**src/rtl/plic_pkg.sv**
```systemverilog
// Types shared by the interrupt gateway array, the priority tree wrapper and the controller core.
package plic_pkg;

  typedef enum logic [1:0] {
    GW_IDLE      = 2'b00,
    GW_PENDING   = 2'b01,
    GW_IN_FLIGHT = 2'b10
  } gateway_state_t;

endpackage

```
**src/rtl/plic_gateway.sv**
```systemverilog
// Single-source interrupt gateway: holds one request from arrival through claim to completion.
// PLIC_EDGE_TRIGGER_EN adds per-source rising-edge mode with a deferred re-pend bit.
module plic_gateway
  import plic_pkg::*;
(
  input  logic i_clk,
  input  logic i_rst,
  input  logic irq_s,
`ifdef PLIC_EDGE_TRIGGER_EN
  input  logic edge_mode,
`endif
  input  logic claim_hit,
  input  logic complete_hit,
  output logic pending,
  output logic in_flight
);

  gateway_state_t state_reg, state_next;
  logic           trigger;

`ifdef PLIC_EDGE_TRIGGER_EN
  logic irq_prev_reg;
  logic deferred_reg, deferred_next;
  logic rise;

  assign rise    = irq_s & ~irq_prev_reg;
  assign trigger = edge_mode ? rise : irq_s;

  always_ff @(posedge i_clk) begin
    if (i_rst) begin
      irq_prev_reg <= 1'b0;
      deferred_reg <= 1'b0;
    end else begin
      irq_prev_reg <= irq_s;
      deferred_reg <= deferred_next;
    end
  end
`else
  assign trigger = irq_s;
`endif

  always_ff @(posedge i_clk) begin
    if (i_rst) state_reg <= GW_IDLE;
    else       state_reg <= state_next;
  end

  always_comb begin
    state_next = state_reg;
`ifdef PLIC_EDGE_TRIGGER_EN
    deferred_next = deferred_reg;
`endif
    case (state_reg)
      GW_IDLE: begin
        if (trigger) state_next = GW_PENDING;
      end
      GW_PENDING: begin
        if (claim_hit) state_next = GW_IN_FLIGHT;
      end
      GW_IN_FLIGHT: begin
        if (complete_hit) begin
`ifdef PLIC_EDGE_TRIGGER_EN
          // An edge landing on the completing cycle is kept rather than lost.
          state_next    = (deferred_reg || (edge_mode && rise)) ? GW_PENDING : GW_IDLE;
          deferred_next = 1'b0;
`else
          state_next = GW_IDLE;
`endif
        end
`ifdef PLIC_EDGE_TRIGGER_EN
        else if (edge_mode && rise) begin
          deferred_next = 1'b1;
        end
`endif
      end
      default: state_next = GW_IDLE;
    endcase
  end

  assign pending   = (state_reg == GW_PENDING);
  assign in_flight = (state_reg == GW_IN_FLIGHT);

endmodule

```
**src/rtl/plic_gateway_array.sv**
```systemverilog
// N interrupt gateways with input synchronisers and claim/complete index decode; feeds the priority tree.
// PLIC_EDGE_TRIGGER_EN adds the i_edge port selecting rising-edge mode per source.
module plic_gateway_array
  import plic_pkg::*;
#(
  parameter int N           = 4,
  parameter int SYNC_STAGES = 2
) (
  input  logic                 i_clk,
  input  logic                 i_rst,
  input  logic [N-1:0]         i_irq,
  input  logic [N-1:0]         i_enable,
  input  logic                 i_claim,
  input  logic [$clog2(N)-1:0] i_claim_index,
  input  logic                 i_complete,
  input  logic [$clog2(N)-1:0] i_complete_index,
`ifdef PLIC_EDGE_TRIGGER_EN
  input  logic [N-1:0]         i_edge,
`endif
  output logic [N-1:0]         o_pending,
  output logic [N-1:0]         o_in_flight
);

  localparam int M = $clog2(N);

  logic [N-1:0] sync_reg [SYNC_STAGES];
  logic [N-1:0] irq_s;
  logic [N-1:0] pending_state;

  always_ff @(posedge i_clk) begin
    if (i_rst) begin
      for (int s = 0; s < SYNC_STAGES; s++) sync_reg[s] <= '0;
    end else begin
      sync_reg[0] <= i_irq;
      for (int s = 1; s < SYNC_STAGES; s++) sync_reg[s] <= sync_reg[s-1];
    end
  end

  assign irq_s = sync_reg[SYNC_STAGES-1];

  // Indices at or above N match no gateway, so such strobes fall away here.
  genvar gi;
  generate
    for (gi = 0; gi < N; gi++) begin : g_gw
      logic claim_hit, complete_hit;

      assign claim_hit    = i_claim    && (i_claim_index    == M'(gi));
      assign complete_hit = i_complete && (i_complete_index == M'(gi));

      plic_gateway u_gw (
        .i_clk        (i_clk),
        .i_rst        (i_rst),
        .irq_s        (irq_s[gi]),
`ifdef PLIC_EDGE_TRIGGER_EN
        .edge_mode    (i_edge[gi]),
`endif
        .claim_hit    (claim_hit),
        .complete_hit (complete_hit),
        .pending      (pending_state[gi]),
        .in_flight    (o_in_flight[gi])
      );
    end
  endgenerate

  // Masking after the state register lets a re-enabled source show its held request at once.
  assign o_pending = pending_state & i_enable;

endmodule

```
**config.mk**
```make
export PLATFORM = sky130hd
export DESIGN_NAME = plic_gateway_array
export DESIGN_NICKNAME = d
export VERILOG_FILES = /design/src/rtl/plic_pkg.sv /design/src/rtl/plic_gateway.sv /design/src/rtl/plic_gateway_array.sv
export SDC_FILE = /design/constraint.sdc
export NUM_CORES = 1
export LEC_CHECK = 0
export CORE_MARGIN = 2
export CORE_UTILIZATION = 30
export CTS_CLUSTER_DIAMETER = 120
export DETAILED_ROUTE_END_ITERATION = 16
export SYNTH_ARGS = -nofsm -noshare
export SYNTH_HDL_FRONTEND = slang
export SYNTH_HIERARCHICAL = 1
export SYNTH_SLANG_ARGS = --single-unit
```
**constraint.sdc**
```tcl
create_clock -name i_clk -period 2.65 [get_ports i_clk]
set_clock_uncertainty 0.15 [all_clocks]
set_input_delay 0.53 -clock i_clk [delete_from_list [all_inputs] [get_ports i_clk]]
set_output_delay 0.53 -clock i_clk [all_outputs]
set_load 0.05 [all_outputs]
```
* After elaboration in Yosys (flattened, before gate mapping) *
Memories as Yosys holds them, arrays and structs flattened.
Index checks and enable logic that the tools add are counted.

word-level totals
  register bits after elaboration = 8
  bits in latches = 0
  memory bits (writable) = 8
  ROM bits = 0
  output and inout bits = 8
  memories kept = 1

memory list
  memory    words  bits a word  read ports  clocked after memory_dff  write ports  line                      RTL
  sync_reg  2      4            2           0                         2            plic_gateway_array.sv:26  logic [N-1:0] sync_reg [SYNC_STAGES];

cells by class
  $add $sub $neg = 0
  multipliers = 0
  div/mod/pow operators = 0
  order comparisons = 0
  eq/ne operators = 26
  shift-type cells = 0
  muxes and demuxes = 21
  bitwise gates (word level) = 3
  reduce and logical (&&, ||, !) cells = 18

operator list
  kind                                                                    count
  2-bit 2-to-1 mux                                                        12
  2-bit != test (second input constant)                                   12
  2-bit one-hot mux with 3 select lines                                   4
  2-bit equality test (second input constant)                             8
  2-bit by 1-bit equality test with 1-bit output (second input constant)  6
  2-bit logical NOT                                                       6
  3-bit AND reduction                                                     4
  1-bit logical AND                                                       8
  4-bit 2-to-1 mux                                                        2
  4-bit AND                                                               1
  1-bit 2-to-1 mux                                                        3
  1-bit OR                                                                2

* Longest topological paths before layout *
  word-level depth = 4
  depth in mapped cells = 3
  mapped depth without buffers = 3

* By module *
The synthesis kept the hierarchy.

modules (own cells, without submodules)
  module              times used  cells an instance  area each (um^2)  sequential area each (um^2)
  plic_gateway        4           10                 90.1              40.0
  plic_gateway_array  1           28                 310.3             160.2

* Worst setup path before layout *
Ideal clock, no wire load.

  path type = register to output
  from = register g_gw[0].u_gw.state_reg[1]
  to = output o_in_flight[0]
  arrival = 1.074 ns
  required time = 1.970 ns
  slack = 0.896 ns
  stages on the path, launching flop included = 2
  path buffers = 0
  path through = dfxtp_1 nor2b_1

on the way
  cells in the longest elaborated chain, start to end = 1

RTL lines
  element                 line                      RTL
  from (decl)             plic_gateway.sv:18        gateway_state_t state_reg, state_next;
  from (signal assigned)  plic_gateway.sv:44        else state_reg <= state_next;
  2-bit equality test     plic_gateway.sv:80        assign in_flight = (state_reg == GW_IN_FLIGHT);
  to (decl)               plic_gateway_array.sv:21  output logic [N-1:0] o_in_flight

No other way between the ends.

* Worst setup path in the final report *
Ends and elaborated chain as after synthesis.

==> results.json <==
{
  "crit_type": "flip-flop to output pin",
  "switchingPower_uw": 108,
  "routed.top_layer": "met4",
  "arrival_ps": 1670,
  "period_needed_ps": 2350,
  "die_area_mm2": 0.00263,
  "nets": 113,
  "hold_viol": 0,
  "ys_seq_area_frac": 0.478,
  "setup_slack_ps": 300,
  "wl_per_cell_um": 10.5,
  "ios": 24,
  "fin_tns_setup_ps": 0,
  "hold_class": "flip-flop to flip-flop",
  "synth-seq-cells": 16,
  "place_area_um2": 983,
  "reg2reg_slack_ps": 1660,
  "die_y_um": 51.3,
  "cts-resized-gates": 0,
  "yosys_warnings": 6,
  "wl_met3_um": 84,
  "vias": 542,
  "grt_max_degree": 16,
  "seq_power_share": 0.524,
  "clk_pin_slew_worst_paths_ps": 90,
  "syn-instance-count": 68,
  "slew_violations": 0,
  "postRouteAntennaNets": 0,
  "wl_mm": 1.30,
  "clockRootBuffer": "clkbuf_4",
  "peakVddDrop_v": 0.000282,
  "hpwl_mm": 1.01,
  "design_area_mm2": 0.00102,
  "viasPerCell": 4.37,
  "area_delta_synth_final_pct": 52.1,
  "tightest_slew_ps": 504,
  "start_kind": "flip-flop",
  "port_buffers": 23,
  "nFillCells": 226,
  "cts_buffers": 3,
  "max_cap_viol_count": 0,
  "synth_area_um2": 671,
  "p_per_area_mw_per_mm2": 476,
  "drive_above_1_share": 0.135,
  "cp_max_fo": 3,
  "clock_latency_ps": 280,
  "syn_nets": 84,
  "fmax_ghz": 0.426,
  "cts_hold_buf": 0,
  "required_ps": 1970,
  "p_clk_frac": 0.326,
  "end_kind": "output pin",
  "die_w_um": 51.3,
  "core_mm2": 0.00217,
  "hold_depth": 1,
  "rsz0062_at_grt": "false",
  "ys_types": 11,
  "cts_setup_buffers": 0,
  "slew_headroom": 0.663,
  "drc": 0,
  "htree_levels": 1,
  "rr_startpoint": "g_gw[0].u_gw/state_reg[0]$_SDFFE_PP0P_",
  "overflow": 0,
  "power.static_leakage_uw": 0.000419,
  "grt_pass1_vias": 504,
  "first_pass_iters": 1,
  "drt-met1-wl_um": 616,
  "dpl_worst_slack_ps": 611,
  "start_util": 0.309,
  "fin_util": 0.470,
  "holdWs_ps": 297,
  "hold_end": "sync_reg[0][4]$_SDFF_PP0_",
  "combinationalPowerShare": 0.150,
  "p_int_uw": 377,
  "fin_crit_sh": 0.887,
  "cts_tree": "built",
  "avgSynthCellArea_um2": 9.86,
  "drt_iter0_drc": 0,
  "antenna_cells": 0,
  "clockBufferDepth": 2,
  "setup_viol": 0,
  "grt_pass1_wl_mm": 2.12,
  "hp-start": "sync_reg[0][0]$_SDFF_PP0_",
  "grt_usage": 0.113,
  "num_rows": 17,
  "reg2reg_depth": 2,
  "reg2reg_to": "g_gw[0].u_gw/state_reg[1]$_SDFFE_PP0P_",
  "switching_share": 0.223,
  "dr_wl_met2_um": 568,
  "cts_sinks": 16,
  "status": "finished, final reports clean",
  "antenna_found_initial": 0,
  "gp_congestion": 0.639
}
per-stage QoR:
stage                     cells  power (uW)
after detailed placement    120         334
after global routing        124         515
after CTS                   124         496
after floorplan              68         290
after global placement      120         333
final                       124         485
layout make-up:
cell class | count | area [um^2] | share of cell area
clock buffer | 4 | 36.3 | 0.0356
multi-input combinational | 48 | 335 | 0.329
sequential | 16 | 320 | 0.314
inverter | 4 | 15.0 | 0.0147
timing repair buffer | 24 | 278 | 0.272
tap | 28 | 35.0 | 0.0344
critical path: stages, from the launching register on:
cell	delay, ps
dfxtp_1	360
nor2b_1	190
clkdlybuf4s50_1	840
cells in the mapped netlist:
master,number,share of area
and3b_1,4,0.052
nor3b_2,2,0.037
and3_2,2,0.022
a211oi_1,4,0.045
nor2b_1,16,0.15
and2_1,4,0.037
a32o_1,4,0.060
nor2_1,4,0.022
dfxtp_1,16,0.48
inv_1,4,0.022
nand2b_1,8,0.075
power groups by stage:
stage	logic, uW	clock network, uW	registers (uW)
4_1_cts	74.4	167	254
6_report	73.0	158	254
3_5_place_dp	74.1	0	260
2_1_floorplan	31.0	0	259
3_3_place_gp	73.5	0	259
5_1_grt	80.0	180	255
layer usage:
metal / GRT usage / vias up
met3: 0.0205 / 4
met2: 0.162 / 18
met5: 0 / -
li1: - / 286
met4: 0.105 / 0
met1: 0.141 / 234
worst max-delay path by stage:
| stage | start | to | slack [ps] | cells after the start |
|---|---|---|---|---|
| CTS | g_gw[2].u_gw/state_reg[1]$_SDFFE_PP0P_ | o_in_flight[2] | 270 | 2 |
| global placement | g_gw[0].u_gw/state_reg[1]$_SDFFE_PP0P_ | o_in_flight[0] | 630 | 2 |
| global route | g_gw[2].u_gw/state_reg[1]$_SDFFE_PP0P_ | o_in_flight[2] | 190 | 2 |
| floorplan | g_gw[0].u_gw/state_reg[1]$_SDFFE_PP0P_ | o_in_flight[0] | 900 | 1 |
| finish | g_gw[0].u_gw/state_reg[1]$_SDFFE_PP0P_ | o_in_flight[0] | 300 | 2 |
| detailed placement | g_gw[2].u_gw/state_reg[1]$_SDFFE_PP0P_ | o_in_flight[2] | 610 | 2 |
cells by family after synthesis:
group,share of synthesized area
flops,0.478
buf+inv,0.0224
compound gates,0.104
simple gates,0.396
placed cells by master, fill, tap and decap left out, drive strengths merged:
cell type      count
clkbuf             4
and3b              4
buf                5
nand2b             8
dfxtp             16
nor2b             16
clkdlybuf4s50     19
a211oi             4
nor2               4
nor3b              2
and3               2
inv                4
and2               4
a32o               4
(Power assumes the default switching activity.)
